### src/rtl/call_ret_unit_pkg.sv
// Shared opcode constants and FSM state encoding for the CALL/RET sequencer,
// the return stack and the instruction decoder.
package call_ret_unit_pkg;

    localparam logic [3:0] OP_NOP    = 4'h0;
    localparam logic [3:0] OP_CALL   = 4'h1;
    localparam logic [3:0] OP_RET    = 4'h2;
    localparam logic [3:0] OP_PUSH_R = 4'h3;
    localparam logic [3:0] OP_POP_R  = 4'h4;

    typedef enum logic [1:0] {
        ST_IDLE = 2'd0,
        ST_PUSH = 2'd1,
        ST_POP  = 2'd2,
        ST_WAIT = 2'd3
    } state_t;

endpackage

### src/rtl/call_ret_unit.sv
// CALL/RET sequencer: drives push/pop commands to the return stack and loads the PC.
// Optional overflow/underflow rejection with a sticky fault flag: CALLRET_FAULT_EN.
module call_ret_unit
    import call_ret_unit_pkg::*;
#(
    parameter  int DATA_W  = 14,
    parameter  int VOLUME  = 12,
    localparam int DEPTH_W = $clog2(VOLUME + 1)
) (
    input  logic               clk,
    input  logic               reset,
    input  logic               valid,
    input  logic [3:0]         opcode,
    input  logic [DATA_W-1:0]  pc,
    input  logic [DATA_W-1:0]  target,
    input  logic [DATA_W-1:0]  stk_pop,
    output logic [3:0]         stk_op,
    output logic [DATA_W-1:0]  stk_push,
    output logic               pc_load,
    output logic [DATA_W-1:0]  pc_next,
    output logic               busy,
    output logic [DEPTH_W-1:0] depth,
    output logic               fault
);

    state_t             state, state_next;
    logic [DATA_W-1:0]  ret_q, tgt_q;
    logic [DEPTH_W-1:0] depth_q;
    logic               call_req, ret_req;
    logic               overflow, underflow;

    assign call_req = valid && (opcode == OP_CALL);
    assign ret_req  = valid && (opcode == OP_RET);

`ifdef CALLRET_FAULT_EN
    logic fault_q;
    assign overflow  = call_req && (depth_q == DEPTH_W'(VOLUME));
    assign underflow = ret_req && (depth_q == '0);
    assign fault     = fault_q;
`else
    assign overflow  = 1'b0;
    assign underflow = 1'b0;
    assign fault     = 1'b0;
`endif

    always_comb begin
        state_next = state;
        case (state)
            ST_IDLE: begin
                if (call_req && !overflow)
                    state_next = ST_PUSH;
                else if (ret_req && !underflow)
                    state_next = ST_POP;
            end
            ST_PUSH: state_next = ST_IDLE;
            ST_POP:  state_next = ST_WAIT;
            ST_WAIT: state_next = ST_IDLE;
            default: state_next = ST_IDLE;
        endcase
    end

    // WAIT forwards the stack's registered read data straight to the PC.
    always_comb begin
        stk_op   = OP_NOP;
        stk_push = '0;
        pc_load  = 1'b0;
        pc_next  = '0;
        case (state)
            ST_PUSH: begin
                stk_op   = OP_PUSH_R;
                stk_push = ret_q;
                pc_load  = 1'b1;
                pc_next  = tgt_q;
            end
            ST_POP: stk_op = OP_POP_R;
            ST_WAIT: begin
                pc_load = 1'b1;
                pc_next = stk_pop;
            end
            default: ;
        endcase
    end

    assign busy  = (state != ST_IDLE);
    assign depth = depth_q;

    // Depth wraps modulo VOLUME+1 so an unchecked build still stays in range.
    always_ff @(posedge clk or posedge reset) begin
        if (reset) begin
            state   <= ST_IDLE;
            ret_q   <= '0;
            tgt_q   <= '0;
            depth_q <= '0;
`ifdef CALLRET_FAULT_EN
            fault_q <= 1'b0;
`endif
        end else begin
            state <= state_next;
            if (state == ST_IDLE && state_next == ST_PUSH) begin
                ret_q <= pc + DATA_W'(1);
                tgt_q <= target;
            end
            if (state == ST_PUSH)
                depth_q <= (depth_q == DEPTH_W'(VOLUME)) ? '0 : depth_q + DEPTH_W'(1);
            else if (state == ST_POP)
                depth_q <= (depth_q == '0) ? DEPTH_W'(VOLUME) : depth_q - DEPTH_W'(1);
`ifdef CALLRET_FAULT_EN
            if (state == ST_IDLE && (overflow || underflow))
                fault_q <= 1'b1;
`endif
        end
    end

endmodule

### config.mk
export PLATFORM = sky130hd
export DESIGN_NAME = call_ret_unit
export DESIGN_NICKNAME = d
export VERILOG_FILES = /design/src/rtl/call_ret_unit_pkg.sv /design/src/rtl/call_ret_unit.sv
export SDC_FILE = /design/constraint.sdc
export NUM_CORES = 1
export LEC_CHECK = 0
export CORE_MARGIN = 1.5
export CORE_UTILIZATION = 39
export DETAILED_ROUTE_END_ITERATION = 10
export HOLD_SLACK_MARGIN = 0.08
export PLACE_DENSITY = 0.77
export SLEW_MARGIN = 5
export SYNTH_ARGS = -nofsm -noshare
export SYNTH_HDL_FRONTEND = slang
export SYNTH_SLANG_ARGS = --single-unit
export TNS_END_PERCENT = 50
### constraint.sdc
create_clock -name clk -period 2.1 [get_ports clk]
set_input_delay 0.525 -clock clk [delete_from_list [all_inputs] [get_ports clk]]
set_output_delay 0.525 -clock clk [all_outputs]
set_load 0.05 [all_outputs]
==> impl_summary.log, run 1 <==
[metrics] result of the run: completed
[metrics] Unique masters post-synth: 37
[metrics] antenna fix cells: 0
[metrics] TritonCTS clock tree: built
[metrics] maximum number of pins on one net before global-route repair: 29
[metrics] area growth from synthesis to layout: 84.94%
[metrics] share of layout cells above drive strength 1: 38.26%
[metrics] number of global-route vias before repair: 2002
[metrics] Setup crit end kind: output pin
[metrics] Mapped Area: 2093 µm²
[metrics] Placement Setup Slack: -303.0 ps
[metrics] Clk network pwr share: 11.9%
[metrics] area of combinational cells with multiple inputs: 1287 µm²
[metrics] standard-cell row count: 26
[metrics] worst path required time: 1570 ps
[metrics] final standard cell count with taps included and fillers excluded: 381
[metrics] hold wc startpoint: ret_q[1]
[metrics] final wirelength: 5877 µm
[metrics] leading cell types in the layout, fill and taps excluded: sky130_fd_sc_hd__clkdlybuf4s50_1 (44), sky130_fd_sc_hd__buf_12 (37), sky130_fd_sc_hd__dfrtp_1 (34)
[metrics] Top Family by Delay on Critical Path: buffers and inverters
[metrics] maximum fanout along the worst path: 7
[metrics] setup repair after global routing missed its margin: true
[metrics] worst slew margin relative to its limit: 66.75%
[metrics] root buf cell: sky130_fd_sc_hd__clkbuf_8
[metrics] FFs w/ async S/R, synth: 100.0%
[metrics] r2r startpoint: state[0]
[metrics] insertion delay of the later-clocked pin in the worst-skew pair: 290 ps
[metrics] Antenna Violating Nets Remaining: 0
[metrics] number of max-cap violations: 0
[metrics] primary flip-flop cell chosen by synthesis mapping: sky130_fd_sc_hd__dfrtp_1
[metrics] setup total negative slack: 0 ps
[metrics] critical-path cell list: buf_6 > ha_4 > buf_6 > a22o_2 > buf_12
[metrics] Ports: 88
[metrics] largest buffer count on any clock path: 2
[metrics] Max VDD drop: 0.5188 mV
[metrics] vias after detailed routing: 1945
[metrics] Worst Path Buf+Inv: 3
[metrics] die outline width: 76.26 µm
[metrics] Die Area: 5816 µm²
[metrics] routed length per placed instance: 15.43 µm
[metrics] Pre-antenna DRT Iters: 4
[metrics] die height: 76.26 µm
[metrics] Residual DRC: 0
[metrics] clock transition at the registers of the reported paths: 70 ps
[metrics] clk sinks: 34
[metrics] Initial Utilization: 40.73%
[metrics] Period minus WS final: 2091 ps
[metrics] combinational share of power: 62.7%
[metrics] most common library cell in the layout ignoring fill and taps: sky130_fd_sc_hd__clkdlybuf4s50_1
[metrics] relative contribution of sequential cells to total power: 25.5%
[metrics] switching share of power: 41.10%
[metrics] post-route total power: 4.825 mW
[metrics] minimum setup slack in the final design: 9.378 ps
[metrics] Yosys warning count: 0
[metrics] CORE AREA: 5140 µm²
[metrics] HPWL Detailed: 4153 µm
[metrics] classification of the worst setup path: reg -> out
[metrics] Most common cell on crit path: sky130_fd_sc_hd__buf_6
[metrics] net switching power of the design: 1.983 mW
[metrics] Setup violations, final: 0
[metrics] vias per cell: 5.105
[metrics] hold depth: 1
[metrics] synthesized flop and latch total: 34
[metrics] static leakage: 1.710 nW
[metrics] highest attainable clock frequency: 478.3 MHz
[metrics] 1st-iter DRT viols: 93
[metrics] terminus of the critical flop-to-flop path: tgt_q[11]
[metrics] fill cell total of the finished layout: 351
[metrics] total count of max-transition violations in the final report: 0
[metrics] EDFF count, synth: 0
[metrics] NumNets Final: 368
[metrics] Hold Path Class: reg -> reg
[metrics] CTS Buf Count: 5
[metrics] Hold-fix buffers, CTS: 0
[metrics] final cycle utilization of the critical path: 99.55%
[metrics] grt ovf: 0
[metrics] clock tree skew after final layout: 4.365 ps
[metrics] design internal power: 2.842 mW
[metrics] number of placed instances with taps included: 368
[metrics] Cell Pwr Density: 1246 nW/µm²
[metrics] Synth Area per Inst: 10.41 µm²
[metrics] overall track demand over capacity in global routing: 20.26%
[metrics] sequential cell area: 850.8 µm²
[metrics] global placement routability congestion: 0.8301
[metrics] critical path's slowest cell: sky130_fd_sc_hd__dfrtp_1
[metrics] placed inst area: 3567 µm²
[metrics] total number of H-tree levels: 2
[metrics] number of antenna violations at the first check in global routing: 0
[metrics] Endpoint, Worst Hold: ret_q[1]
[metrics] number of hold violations in the final report: 0
[metrics] Seq/Total Area, Yosys: 40.65%
[metrics] pin slew with the least headroom to its limit: 498.0 ps
[metrics] global-route wire length before repair: 9473 µm
[metrics] final standard cell area without fillers: 3871 µm²
[metrics] reg2reg setup slack: 150 ps
[metrics] path depth of the worst reg2reg path: 9
[metrics] Critical Path Start Type: flop
[metrics] data arrival time of the worst path: 1570 ps
[metrics] Worst path max stage delay: 400 ps
[metrics] Buffers on Ports: 85
[metrics] post-synthesis instance total: 201
logic make-up (layout without fill, tap and decap cells):
family	after synthesis	after routing	share of synthesized area [%]
XOR/XNOR	12	12	5.021
AND/OR/NAND/NOR	57	57	15.30
adder cells (fa/ha/maj)	9	9	5.380
other	1	2	0.1791
multiplexers	28	28	15.00
AO/OA/AOI/OAI	35	35	12.73
buffers and inverters	25	134	5.738
flip-flops	34	34	40.65
timing repair:
action / CTS / global route
endpoints found under the setup margin: 36 / 54
resized for setup: 16 / 13
pin swaps: 0 / 6
buffers inserted: 1 / 2
cloned: 1 / 1
cell usage after synthesis, types with 2 or more instances:
library cell	number	area, µm²
sky130_fd_sc_hd__nand2b_1	3	18.77
sky130_fd_sc_hd__xnor2_1	4	35.03
sky130_fd_sc_hd__a22o_1	14	122.6
sky130_fd_sc_hd__mux2_2	8	90.09
sky130_fd_sc_hd__and2_1	14	87.58
sky130_fd_sc_hd__nor4_1	2	12.51
sky130_fd_sc_hd__nand4_1	5	31.28
sky130_fd_sc_hd__o21ai_0	9	45.04
sky130_fd_sc_hd__ha_1	9	112.6
sky130_fd_sc_hd__xor2_1	8	70.07
sky130_fd_sc_hd__nand3_1	7	35.03
sky130_fd_sc_hd__buf_6	2	22.52
sky130_fd_sc_hd__inv_1	11	41.29
sky130_fd_sc_hd__mux2_1	19	214.0
sky130_fd_sc_hd__nor3_1	6	30.03
sky130_fd_sc_hd__nand2_1	5	18.77
sky130_fd_sc_hd__clkbuf_1	9	33.78
sky130_fd_sc_hd__nor3b_1	2	15.01
sky130_fd_sc_hd__a21oi_1	5	25.02
sky130_fd_sc_hd__dfrtp_1	34	850.8
sky130_fd_sc_hd__nor2_1	7	26.28
sky130_fd_sc_hd__buf_4	3	22.52
metrics by stage:
| step | util, % | hold WS (ps) |
|---|---|---|
| finish | 75.32 | 494.1 |
| detailed placement | 69.40 | 479.5 |
| CTS | 73.17 | 495.4 |
| global placement | 69.40 | 462.0 |
| global route | 75.32 | 515.0 |
| floorplan | - | 448.8 |
layout make-up:
| type | instances | area share [%] |
|---|---|---|
| sequential | 34 | 21.98 |
| timing repair buffer | 115 | 38.59 |
| tap | 70 | 2.262 |
| multi-input combinational | 143 | 33.26 |
| inverter | 11 | 1.067 |
| clock buffer | 8 | 2.844 |
sequential cells by signal (all words and copies together) (netlist names):
signal  count
depth       4
tgt_q      14
state       2
ret_q      14
worst max-delay path by stage:
stage               from    endpoint  slack [ps]  cells after the start
2_1_floorplan   state[1]  pc_next[6]         -50                      5
3_3_place_gp   opcode[2]   ret_q[10]        -270                      6
3_5_place_dp   opcode[2]    tgt_q[0]        -300                      6
4_1_cts        opcode[2]    tgt_q[7]          -5                      6
5_1_grt         state[0]  pc_next[9]         -20                      5
6_report        state[0]  pc_next[3]           9                      5
worst register-to-register path: cells and delay by family (launching register included):
kind	cells	cell delay [ps]
buffers and inverters	5	700
DFF	1	400
muxes	1	320
adders and majority gates	1	180
and+or+nand+nor	1	140
AOI/OAI and AO/OA	1	90
per-layer routing:
metal,global-route usage (%),share of wire (%),vias up
li1,-,-,920
met1,24.64,43,950
met2,35.27,51,68
met3,4.671,4.6,7
met4,6.667,1.1,0
met5,0,0,-
power by group through the flow:
stage | clock (mW) | combinational [mW] | sequential, mW
floorplan | 0 | 1.58 | 1.26
global placement | 0 | 2.78 | 1.21
detailed placement | 0 | 2.85 | 1.23
CTS | 0.588 | 2.96 | 1.22
global route | 0.616 | 3.18 | 1.27
finish | 0.573 | 3.02 | 1.23
Power figures use the tool's default switching activity.
==> inputs of run 2 (changes only) <==
--- a/config.mk
+++ b/config.mk
@@ -10,6 +10,7 @@
 export DETAILED_ROUTE_END_ITERATION = 10
 export HOLD_SLACK_MARGIN = 0.08
 export PLACE_DENSITY = 0.77
+export RECOVER_POWER = 25
 export SLEW_MARGIN = 5
 export SYNTH_ARGS = -nofsm -noshare
 export SYNTH_HDL_FRONTEND = slang
==> constraint.sdc (replaced) <==
create_clock -name clk -period 2.1 [get_ports clk]
set_input_delay 0.525 -clock clk [delete_from_list [all_inputs] [get_ports clk]]
set_output_delay 0.525 -clock clk [all_outputs]
set_load 0.01 [all_outputs]
==> run 2 against run 1 <==
Net effect:
- final cell count is 0.52% higher
- routed wire length is 5.3% lower
- power is 22% lower
- register-to-register slack worse by 110 ps
- sequential share of layout area is 2.6 points higher
- maximum frequency is 1.3% higher
- first-iteration DRC count is 40% lower
- sequential power hardly changed
- critical path depth is 3 higher
- largest power group unchanged
- highest routed layer unchanged
==> impl_summary.log, run 2 (synthesized netlist as in run 1, its figures left out) <==
[metrics] result of the run: completed
[metrics] final-layout worst hold slack: 487.4 ps
[metrics] standard-cell row count: 26
[metrics] Cell Pwr Density: 1087 nW/µm²
[metrics] final wirelength: 5567 µm
[metrics] CTS Buf Count: 5
[metrics] critical-path cell list: buf_6 > inv_4 > ha_2 > nand2_2 > o41ai_4 > buf_6 > clkbuf_16 > mux2_1
[metrics] Buffers on Ports: 85
[metrics] critical path's slowest cell: sky130_fd_sc_hd__dfrtp_2
[metrics] metal1 wirelength: 2399 µm
[metrics] relative contribution of sequential cells to total power: 31.8%
[metrics] Most common cell on crit path: sky130_fd_sc_hd__buf_6
[metrics] clk sinks: 34
[metrics] hold depth: 1
[metrics] Ports: 88
[metrics] global-route wire length before repair: 8866 µm
[metrics] CORE AREA: 5140 µm²
[metrics] final standard cell count with taps included and fillers excluded: 383
[metrics] Die Area: 5816 µm²
[metrics] NumNets Final: 370
[metrics] met3 WL post-DR: 306 µm
[metrics] pin slew with the least headroom to its limit: 875.2 ps
[metrics] Period minus WS final: 2064 ps
[metrics] fill cell total of the finished layout: 436
[metrics] total number of H-tree levels: 2
[metrics] largest buffer count on any clock path: 2
[metrics] setup repair after global routing missed its margin: true
[metrics] TritonCTS clock tree: built
[metrics] number of antenna violations at the first check in global routing: 0
[metrics] placed inst area: 3197 µm²
[metrics] number of global-route vias before repair: 1934
[metrics] overall track demand over capacity in global routing: 18.80%
[metrics] highest layer used for signal routing: met4
[metrics] final cycle utilization of the critical path: 98.27%
[metrics] Critical Path Start Type: flop
[metrics] global placement routability congestion: 0.8924
[metrics] worst slew margin relative to its limit: 41.65%
[metrics] number of max-cap violations: 0
[metrics] classification of the worst setup path: reg -> reg
[metrics] grt ovf: 0
[metrics] data arrival time of the worst path: 2230 ps
[metrics] routed length per placed instance: 14.54 µm
[metrics] switching share of power: 32.97%
[metrics] maximum number of pins on one net before global-route repair: 35
[metrics] Clk network pwr share: 19.9%
[metrics] combinational share of power: 48.4%
[metrics] clock tree skew after final layout: 4.979 ps
[metrics] HPWL Detailed: 3836 µm
[metrics] design internal power: 2.526 mW
[metrics] vias per cell: 5.008
[metrics] sequential cell area: 852.1 µm²
[metrics] utilization after layout: 67.45%
[metrics] Hold-fix buffers, CTS: 0
[metrics] final standard cell area without fillers: 3467 µm²
[metrics] Residual DRC: 0
[metrics] Setup crit end kind: flop
[metrics] insertion delay of the later-clocked pin in the worst-skew pair: 290 ps
[metrics] setup total negative slack: 0 ps
[metrics] die outline width: 76.26 µm
[metrics] number of hold violations in the final report: 0
[metrics] Initial Utilization: 40.73%
[metrics] Worst path max stage delay: 440 ps
[metrics] die height: 76.26 µm
[metrics] reg2reg setup slack: 40 ps
[metrics] 1st-iter DRT viols: 56
[metrics] Pre-antenna DRT Iters: 4
[metrics] post-route total power: 3.769 mW
[metrics] Max VDD drop: 0.4844 mV
[metrics] root buf cell: sky130_fd_sc_hd__clkbuf_8
[metrics] Placement Setup Slack: -340.8 ps
[metrics] static leakage: 1.682 nW
[metrics] most common library cell in the layout ignoring fill and taps: sky130_fd_sc_hd__clkdlybuf4s50_1
[metrics] share of layout cells above drive strength 1: 21.73%
[metrics] highest attainable clock frequency: 484.6 MHz
[metrics] clock transition at the registers of the reported paths: 70 ps
[metrics] worst path required time: 2270 ps
[metrics] Antenna Violating Nets Remaining: 0
[metrics] Hold Path Class: reg -> reg
[metrics] vias after detailed routing: 1918
[metrics] net switching power of the design: 1.243 mW
[metrics] area growth from synthesis to layout: 65.63%
[metrics] maximum fanout along the worst path: 7
[metrics] number of placed instances with taps included: 370
[metrics] Setup violations, final: 0
[metrics] WL met2: 2792 µm
[metrics] minimum setup slack in the final design: 36.32 ps
[metrics] antenna fix cells: 0
[metrics] area of combinational cells with multiple inputs: 1192 µm²
[metrics] total count of max-transition violations in the final report: 0
[metrics] path depth of the worst reg2reg path: 8
[metrics] leading cell types in the layout, fill and taps excluded: sky130_fd_sc_hd__clkdlybuf4s50_1 (47), sky130_fd_sc_hd__dfrtp_1 (33), sky130_fd_sc_hd__buf_4 (20)
-- run 2: cell count changes in the layout (fill, tap and decap cells not counted), moves of 6 or more --
| cell | previous run | this run |
|---|---|---|
| sky130_fd_sc_hd__and2_1 | 0 | 14 |
| sky130_fd_sc_hd__buf_12 | 37 | 3 |
| sky130_fd_sc_hd__dlygate4sd2_1 | 0 | 18 |
| sky130_fd_sc_hd__a22o_2 | 6 | 0 |
| sky130_fd_sc_hd__and2_2 | 10 | 0 |
| sky130_fd_sc_hd__a22o_4 | 8 | 0 |
| sky130_fd_sc_hd__a22o_1 | 0 | 14 |
| sky130_fd_sc_hd__clkbuf_2 | 0 | 7 |
-- run 2: timing repair --
action | CTS | global route
gates cloned | 1 | 2
hold endpoints to repair | 0 | 0
pin swaps | 0 | 2
setup endpoints to repair | 60 | 43
resized for setup | 44 | 33
setup buffers | 0 | 2
-- run 2: worst max-delay path: cells and delay by family (launching register included) --
kind / cells / cell delay [ps]
buf+inv: 4 / 580
mux: 1 / 320
flops: 1 / 440
simple gates: 1 / 70
fa+ha+maj: 1 / 190
compound gates: 1 / 360
-- run 2: cell type report --
type                       count  area share, %
multi-input combinational    143          34.39
timing repair buffer         117          33.13
sequential                    34          24.58
tap                           70          2.526
clock buffer                   6          2.382
clock inverter                 2          1.732
inverter                      11          1.263
-- run 2: power groups by stage --
| stage | sequential (mW) | clock, mW | combinational, mW |
|---|---|---|---|
| final | 1.20 | 0.749 | 1.82 |
| after global routing | 1.25 | 0.799 | 1.98 |
| after CTS | 1.19 | 0.765 | 1.72 |
| after detailed placement | 1.20 | 0 | 1.76 |
| after global placement | 1.18 | 0 | 1.71 |
| after floorplan | 1.14 | 0 | 1.02 |
-- run 2: worst paths after layout --
| kind | startpoint | endpoint |
|---|---|---|
| worst max-delay path | state[0] | ret_q[13] |
| worst min-delay path | ret_q[2] | ret_q[2] |
| worst max register to register | state[0] | ret_q[13] |
| worst min register to register | ret_q[2] | ret_q[2] |
| max in group asynchronous | reset | state[0] |
| min in group asynchronous | reset | tgt_q[13] |
-- run 2: per-layer routing --
layer | global-route usage [%] | vias up
li1 | - | 924
met1 | 23.16 | 913
met2 | 32.68 | 72
met3 | 3.952 | 9
met4 | 6.111 | 0
met5 | 0 | -
